### src/rtl/gf_pkg.sv
`default_nettype none
// ============================================================================
// Module  : gf_pkg
// Brief   : Shared types, field polynomials and parameter checks for the
//           GF(2^M) inverse unit.
// Revision: 1.0
// ============================================================================
package gf_pkg;

    typedef enum logic [1:0] {
        IDLE = 2'd0,
        CALC = 2'd1,
        DONE = 2'd2
    } gf_state_t;

    localparam logic [4:0] GF16_POLY  = 5'h13;
    localparam logic [8:0] GF256_POLY = 9'h11B;

    // True when poly is a degree-m polynomial with no factor of degree 1..m/2.
    function automatic bit gf_poly_ok(input int m, input logic [16:0] poly);
        logic [16:0] r;
        int          dd;
        if (m < 2 || m > 16) return 1'b0;
        if (!poly[m])        return 1'b0;
        if (!poly[0])        return 1'b0;
        for (int d = 2; d < (1 << (m / 2 + 1)); d++) begin
            dd = 0;
            for (int j = 0; j < 9; j++) begin
                if (d[j]) dd = j;
            end
            r = poly;
            for (int k = 16; k >= 1; k--) begin
                if (k >= dd && k <= m && r[k]) r = r ^ 17'(d << (k - dd));
            end
            if (r == '0) return 1'b0;
        end
        return 1'b1;
    endfunction

endpackage
`default_nettype wire

### src/rtl/gf_mult_m.sv
`default_nettype none
// ============================================================================
// Module  : gf_mult_m
// Brief   : Combinational polynomial-basis GF(2^M) multiply, reduced by POLY.
// Revision: 1.0
// ============================================================================
module gf_mult_m #(
    parameter int         M    = 4,
    parameter logic [M:0] POLY = 5'b10011
) (
    input  logic [M-1:0] i_a,
    input  logic [M-1:0] i_b,
    output logic [M-1:0] o_p
);

    localparam int PW = 2 * M - 1;

    logic [PW-1:0] w_prod;

    always_comb begin
        w_prod = '0;
        for (int i = 0; i < M; i++) begin
            if (i_b[i]) w_prod = w_prod ^ (PW'(i_a) << i);
        end
        // Clear high terms from the top down so each fold sees the final bit.
        for (int k = PW - 1; k >= M; k--) begin
            if (w_prod[k]) w_prod = w_prod ^ (PW'(POLY) << (k - M));
        end
    end

    assign o_p = w_prod[M-1:0];

endmodule
`default_nettype wire

### src/rtl/gf_inverse_iter.sv
`default_nettype none
// ============================================================================
// Module  : gf_inverse_iter
// Brief   : Iterative GF(2^M) inverse, a^(2^M-2) via square-and-multiply,
//           with valid/ready handshakes and a pass-through tag.
// Revision: 1.0
// ============================================================================
module gf_inverse_iter
    import gf_pkg::*;
#(
    parameter int         M     = 4,
    parameter logic [M:0] POLY  = 5'b10011,
    parameter int         TAG_W = 4
) (
    input  logic             clk,
    input  logic             rst,
    input  logic             in_valid,
    output logic             in_ready,
    input  logic [M-1:0]     in_data,
    input  logic [TAG_W-1:0] in_tag,
    output logic             out_valid,
    input  logic             out_ready,
    output logic [M-1:0]     out_data,
    output logic [TAG_W-1:0] out_tag,
    output logic             out_zero
);

    localparam int               CNT_W    = (M < 2) ? 1 : $clog2(M);
    localparam logic [CNT_W-1:0] CNT_LAST = CNT_W'(M - 2);

    generate
        if (M < 2 || M > 16) begin : g_bad_width
            $error("gf_inverse_iter: M=%0d outside legal range 2..16", M);
        end else if (!gf_poly_ok(M, 17'(POLY))) begin : g_bad_poly
            $error("gf_inverse_iter: POLY is not an irreducible degree-%0d polynomial", M);
        end
    endgenerate

    gf_state_t        r_state;
    gf_state_t        w_next_state;
    logic [M-1:0]     r_sq;
    logic [M-1:0]     r_acc;
    logic [CNT_W-1:0] r_cnt;
    logic [TAG_W-1:0] r_tag;
    logic             r_zero;
    logic [M-1:0]     r_out_data;
    logic [TAG_W-1:0] r_out_tag;
    logic             r_out_zero;
    logic [M-1:0]     w_sq2;
    logic [M-1:0]     w_acc_next;

    gf_mult_m #(.M(M), .POLY(POLY)) u_square (
        .i_a (r_sq),
        .i_b (r_sq),
        .o_p (w_sq2)
    );

    gf_mult_m #(.M(M), .POLY(POLY)) u_accum (
        .i_a (r_acc),
        .i_b (w_sq2),
        .o_p (w_acc_next)
    );

    always_comb begin
        w_next_state = r_state;
        case (r_state)
            IDLE:    if (in_valid)          w_next_state = CALC;
            CALC:    if (r_cnt == CNT_LAST) w_next_state = DONE;
            DONE:    if (out_ready)         w_next_state = IDLE;
            default:                        w_next_state = IDLE;
        endcase
    end

    always_ff @(posedge clk or posedge rst) begin
        if (rst) begin
            r_state    <= IDLE;
            r_sq       <= '0;
            r_acc      <= '0;
            r_cnt      <= '0;
            r_tag      <= '0;
            r_zero     <= 1'b0;
            r_out_data <= '0;
            r_out_tag  <= '0;
            r_out_zero <= 1'b0;
        end else begin
            r_state <= w_next_state;
            case (r_state)
                IDLE: begin
                    if (in_valid) begin
                        r_sq   <= in_data;
                        r_acc  <= M'(1);
                        r_cnt  <= '0;
                        r_tag  <= in_tag;
                        r_zero <= (in_data == '0);
                    end
                end
                CALC: begin
                    r_sq  <= w_sq2;
                    r_acc <= w_acc_next;
                    r_cnt <= r_cnt + 1'b1;
                    // Result registers load once and then hold through DONE and IDLE.
                    if (r_cnt == CNT_LAST) begin
                        r_out_data <= w_acc_next;
                        r_out_tag  <= r_tag;
                        r_out_zero <= r_zero;
                    end
                end
                default: ;
            endcase
        end
    end

    assign in_ready  = (r_state == IDLE);
    assign out_valid = (r_state == DONE);
    assign out_data  = r_out_data;
    assign out_tag   = r_out_tag;
    assign out_zero  = r_out_zero;

endmodule
`default_nettype wire

### config.mk
export PLATFORM = sky130hd
export DESIGN_NAME = gf_inverse_iter
export DESIGN_NICKNAME = d
export VERILOG_FILES = /design/src/rtl/gf_pkg.sv /design/src/rtl/gf_mult_m.sv /design/src/rtl/gf_inverse_iter.sv
export SDC_FILE = /design/constraint.sdc
export NUM_CORES = 1
export LEC_CHECK = 0
export CORE_ASPECT_RATIO = 1.75
export CORE_MARGIN = 2
export CORE_UTILIZATION = 30
export DETAILED_ROUTE_END_ITERATION = 16
export MAX_ROUTING_LAYER = met4
export PLACE_DENSITY_LB_ADDON = 0.08
export SLEW_MARGIN = 20
export SYNTH_ARGS = -nofsm -noshare
export SYNTH_HDL_FRONTEND = slang
export SYNTH_HIERARCHICAL = 1
export SYNTH_SLANG_ARGS = --single-unit
export TNS_END_PERCENT = 50
### constraint.sdc
create_clock -name clk -period 4.5 [get_ports clk]
set_input_delay 0.9 -clock clk [delete_from_list [all_inputs] [get_ports clk]]
set_output_delay 0.9 -clock clk [all_outputs]
set_load 0.01 [all_outputs]
; Word level (Yosys, flattened, before mapping)
; Cells that the tools add are included.
; W data, S select, Z words.
[totals]
ff_bits = 26
inputBits = 12
output_inout_bits = 11
wordCells = 59
[op_classes]
addsub = 1
n_eq_ne = 6
mux = 24
bitwise = 12
n_reduce_logical = 7
[ops]
columns = op, n
row1 = $mux W7, 6
row2 = $mux W4, 6
row3 = $pmux W4 S2, 2
row4 = $xor A7 B5 Y7, 2
row5 = $xor A7 B6 Y7, 2
row6 = $xor A7 B7 Y7, 2
row7 = $mux W2, 6
row8 = $not A2 Y2, 6
row9 = $mux W3, 2
row10 = $pmux W2 S3, 1
row11 = $reduce_and A2 Y1, 3
row12 = $eq A2 B2 Y1 const B, 2
row13 = $logic_not A4 Y1, 1
row14 = $ne A2 B2 Y1 const B, 2
row15 = $pmux W2 S2, 1
row16 = $reduce_and A3 Y1, 1
row17 = $add A2 B1 Y2 const B, 1
row18 = $eq A2 B1 Y1 const B, 1
row19 = $logic_not A2 Y1, 1
row20 = $ne A2 B1 Y1 const B, 1
row21 = $reduce_bool A2 Y1, 1

; Logic depth before layout (Yosys ltp)
[depth]
depth_word = 27
mapped_depth = 10
mapped_depth_nobuf = 9

; Cells and area by module
; The synthesis kept the hierarchy.
[modules_own_cells]
columns = module, n_inst, cells_per_inst, area_per_inst_um2
row1 = gf_inverse_iter, 1, 78, 1138.6
row2 = gf_mult_m, 2, 38, 262.8

; Worst setup path after synthesis
; Ideal clock, no wire load.
[synth_timing]
kind = reg2reg
from = register r_sq[2]
to = register r_out_data[1] (netlist: out_data[1])
setup_ps = 125
arrival_ps = 2311
t_required_ps = 4375
setup_slack_ps = 2064
path_stages_with_launch = 11
path_buffers = 1
synth_period_minus_slack_ps = 2436
cell_sequence = dfrtp_1 > buf_4 > xor2_1 > o22ai_1 > a211oi_2 > xnor2_1 > nand2_2 > xor2_2 > xnor2_2 > xnor2_1 > mux2_4
[synth_via]
elab_chain_len = 19
word_cells_on_any_way = 25
[synth_lines]
columns = item, line_no
row1 = from (decl), gf_inverse_iter.sv:41  ; logic [M-1:0] r_sq;
row2 = from (signal assigned), gf_inverse_iter.sv:90  ; r_sq <= in_data;
row3 = from (signal assigned), gf_inverse_iter.sv:98  ; r_sq <= w_sq2;
row4 = $mux W4, gf_mult_m.sv:23  ; if (i_b[i]) w_prod = w_prod ^ (PW'(i_a) << i);
row5 = $xor A7 B5 Y7, gf_mult_m.sv:23
row6 = $mux W7, gf_mult_m.sv:23
row7 = $xor A7 B6 Y7, gf_mult_m.sv:23
row8 = $mux W7, gf_mult_m.sv:23
row9 = $xor A7 B7 Y7, gf_mult_m.sv:23
row10 = $mux W7 (*), gf_mult_m.sv:23
row11 = $not A2 Y2 (no source line), --
row12 = (+3 left out), --
row13 = named net w_sq2[2], gf_inverse_iter.sv:49  ; logic [M-1:0] w_sq2;
row14 = (+1 left out), --
row15 = $xor A7 B7 Y7, gf_mult_m.sv:23
row16 = $mux W7 (*), gf_mult_m.sv:23
row17 = $mux W4, gf_mult_m.sv:27  ; if (w_prod[k]) w_prod = w_prod ^ (PW'(POLY) << (k - M));
row18 = $not A2 Y2 (no source line), --
row19 = $mux W3, gf_mult_m.sv:27
row20 = $not A2 Y2 (no source line), --
row21 = $mux W2 (*), gf_mult_m.sv:27
row22 = named net w_acc_next[1], gf_inverse_iter.sv:50  ; logic [M-1:0] w_acc_next;
row23 = to (signal assigned), gf_inverse_iter.sv:103  ; r_out_data <= w_acc_next;
row24 = to (decl), gf_inverse_iter.sv:46  ; logic [M-1:0] r_out_data;
; Mark *: on every way through the listed nets, which the timed path passes. The rest lies on a longest branch.
; A chain may end at the register's enable or synchronous reset.

; Worst setup path in the final report
[layout_timing]
from = register r_sq[2]
to = register r_out_data[0] (netlist: out_data[0])
[layout_via]
elab_chain_len = 18
word_cells_on_any_way = 24
[layout_lines]
columns = item, line_no
row1 = $mux W4, gf_mult_m.sv:23
row2 = $xor A7 B5 Y7, gf_mult_m.sv:23
row3 = $mux W7, gf_mult_m.sv:23
row4 = $xor A7 B6 Y7, gf_mult_m.sv:23
row5 = $mux W7, gf_mult_m.sv:23
row6 = $xor A7 B7 Y7, gf_mult_m.sv:23
row7 = $mux W7 (*), gf_mult_m.sv:23
row8 = $not A2 Y2 (no source line), --
row9 = (+3 left out), --
row10 = named net w_sq2[2], gf_inverse_iter.sv:49
row11 = $mux W7 (*), gf_mult_m.sv:23
row12 = $xor A7 B7 Y7, gf_mult_m.sv:23
row13 = $mux W7 (*), gf_mult_m.sv:23
row14 = $mux W4, gf_mult_m.sv:27
row15 = $mux W3, gf_mult_m.sv:27
row16 = $not A2 Y2 (no source line), --
row17 = $mux W2 (*), gf_mult_m.sv:27
row18 = named net w_acc_next[0], gf_inverse_iter.sv:50
; Marked as above.

==> results.json <==
{
  "critPathTopFamily": "XOR/XNOR gates",
  "worstRegToRegCells": 9,
  "fin_ws_ps": 1675,
  "cts_resized": 0,
  "io_buffer_count": 22,
  "grt.total_usage_pct": 12.71,
  "yosys-top-cells-area": "dfrtp_1 39%, xnor2_1 8.4%, mux2_4 8.1%, nand2_1 5.4%, mux2_2 4.7%",
  "coreArea_um2": 5299,
  "cp_max_fo": 15,
  "period_share_pct": 62.77,
  "drtIter0Drc": 47,
  "path_cells": "xor2_1, o22ai_1, a211oi_2, xnor2_1, nand2_2, xor2_2, xnor2_2, xnor2_1, mux2_4",
  "whs_endpoint": "r_cnt[0]",
  "hold_class": "reg -> reg",
  "grt_max_degree": 27,
  "fmax_mhz": 354.0,
  "hp-start": "r_cnt[0]",
  "postCtsHoldBufs": 0,
  "maxSlewViolCount": 0,
  "cpMaxStageDelayCell": "xnor2_1",
  "r2r-end": "out_data[0]",
  "firstDrtPassIters": 4,
  "dominantRegCellSynth": "dfrtp_1",
  "synth_top_area_share_pct": 39.10,
  "layout.nets": 187,
  "slew_headroom_pct": 33.42,
  "arrival_ps": 2980,
  "grt_setup_unrepaired": "false",
  "end_kind": "flip-flop",
  "drc": 0,
  "yosysMostFrequentCell": "dfrtp_1",
  "syn-num-nets": 167,
  "synthCells": 154,
  "clockBufferDepth": 2,
  "wl_um": 3516,
  "synth_edf_count": 0,
  "worst_skew_pair.late_latency_ps": 260,
  "synth_common_cells": "26 x dfrtp_1, 24 x nand2_1, 16 x xnor2_1",
  "cts.htree.levels": 1,
  "drive_gt1_share_pct": 18.60,
  "cap_violations": 0,
  "worstSetupStartpoint": "r_sq[2]",
  "ant_nets": 0,
  "ys_seq_elements": 26,
  "vias": 1136,
  "die_w_um": 60.30,
  "pre_cts_slack_ps": 1675,
  "hpwlAfterDp_um": 2586,
  "crit_path_start_kind": "flip-flop",
  "grt_pass1_wl_um": 5816,
  "slowest_delay_ps": 690,
  "placed_area_um2": 1924,
  "syn_avg_cell_area_um2": 10.81,
  "first_global_vias": 1178,
  "dpl.cell_count": 243,
  "die_height_um": 102.5,
  "synth_cell_types": 35,
  "cpMostUsedCell": "xnor2_1",
  "design.die.area_um2": 6182,
  "hold_violations": 0,
  "worstHoldPathCells": 1,
  "stdcell_count": 246,
  "grt_overflow": 0,
  "routedWlPerCell_um": 14.29,
  "reg2reg_from": "r_sq[2]",
  "start_util_pct": 31.40,
  "async_reset_ff_share_pct": 100.0,
  "synthToLayoutAreaGrowth_pct": 18.12,
  "setup_viol": 0,
  "cts_tree": "done",
  "io_pins": 23,
  "antenna_found_initial": 0,
  "stdcell_area_um2": 1966,
  "synth_area_um2": 1664,
  "postCtsSetupBuffers": 0,
  "path_clk_slew_ps": 80,
  "path_depth": 9,
  "cts_buffers": 3,
  "finalClockSkew_ps": 1.978,
  "clock-sinks": 26,
  "place_congestion": 0.7923,
  "diodes": 0,
  "viasPerCell": 4.618,
  "synth_top_area_cell": "dfrtp_1",
  "core.rowCount": 35,
  "worst-path-buf-inv": 0,
  "root_buffer": "clkbuf_8",
  "ys_seq_area_share_pct": 39.10,
  "period_needed_ps": 2825,
  "r2r_setup_slack_ps": 1680,
  "tns_ps": 0,
  "yosys_warnings": 6,
  "crit_type": "reg -> reg",
  "cp.required_ps": 4650,
  "status": "complete, no violations",
  "worst_pin_slew_ps": 992.5
}
[cell type report]
type / instances / area [µm²]
Fill cell: 552 / 3333
Multi-Input combinational cell: 112 / 927.1
Sequential cell: 26 / 650.6
Timing Repair Buffer: 22 / 220.2
Tap cell: 74 / 92.59
Clock buffer: 3 / 41.29
Inverter: 9 / 33.78
[per-layer routing]
layer / track usage [%] / vias up / part of all wire, %
met4: 4.103 / 0 / 1.2
met1: 15.84 / 547 / 45
met2: 21.07 / 22 / 52
met3: 1.506 / 4 / 2.2
li1: - / 563 / -
met5: - / - / 0
[worst max path at each step]
stage / endpoint
after floorplan: out_data[1]
final: out_data[0]
after CTS: out_data[1]
after global placement: out_data[0]
after global routing: out_data[1]
after detailed placement: out_data[1]
[per-stage QoR]
| stage | util (%) | hold WS [ps] |
|---|---|---|
| 6_report | 37.10 | 481.0 |
| 5_1_grt | 37.10 | 503.5 |
| 4_1_cts | 37.10 | 487.2 |
| 3_5_place_dp | 36.32 | 474.4 |
| 3_3_place_gp | 36.32 | 459.8 |
| 2_1_floorplan | - | 451.0 |
[cells in the final DEF (no fill, tap or decap), types with 2 or more instances in the layout]
| cell | count |
|---|---|
| o22ai_1 | 4 |
| a211oi_1 | 2 |
| nor2_1 | 5 |
| o221a_2 | 2 |
| a22o_1 | 3 |
| xor2_1 | 4 |
| xor2_2 | 2 |
| nor4b_1 | 2 |
| nand2b_1 | 4 |
| mux2_4 | 9 |
| mux2_2 | 7 |
| nor3b_1 | 2 |
| o22a_1 | 3 |
| or4b_1 | 2 |
| dfrtp_1 | 26 |
| a32oi_1 | 2 |
| nand2_1 | 24 |
| clkbuf_8 | 3 |
| inv_1 | 8 |
| or2b_1 | 2 |
| a211oi_2 | 2 |
| nand2_2 | 2 |
| clkdlybuf4s50_1 | 22 |
| xnor2_2 | 2 |
| xnor2_1 | 16 |
[state kept, by name (all words and copies together), names as in the netlist]
register / flops
r_tag: 4
r_cnt: 2
r_zero: 1
r_acc: 4
out_data: 4
r_sq: 4
out_tag: 4
r_state: 2
out_zero: 1
[kinds of logic (layout without fill, tap and decap cells)]
| group | after synthesis | count (layout) | share of synthesized area [%] |
|---|---|---|---|
| buffers and inverters | 16 | 34 | 5.188 |
| XOR/XNOR | 24 | 24 | 14.44 |
| multiplexers | 17 | 17 | 13.46 |
| adder cells (fa/ha/maj) | 1 | 1 | 0.7518 |
| AO/OA/AOI/OAI | 23 | 23 | 11.88 |
| AND/OR/NAND/NOR | 47 | 47 | 15.19 |
| flip-flops | 26 | 26 | 39.10 |
Power is not shown: default switching activity piles up to over one toggle a cycle in this logic, so the estimate is an artifact.
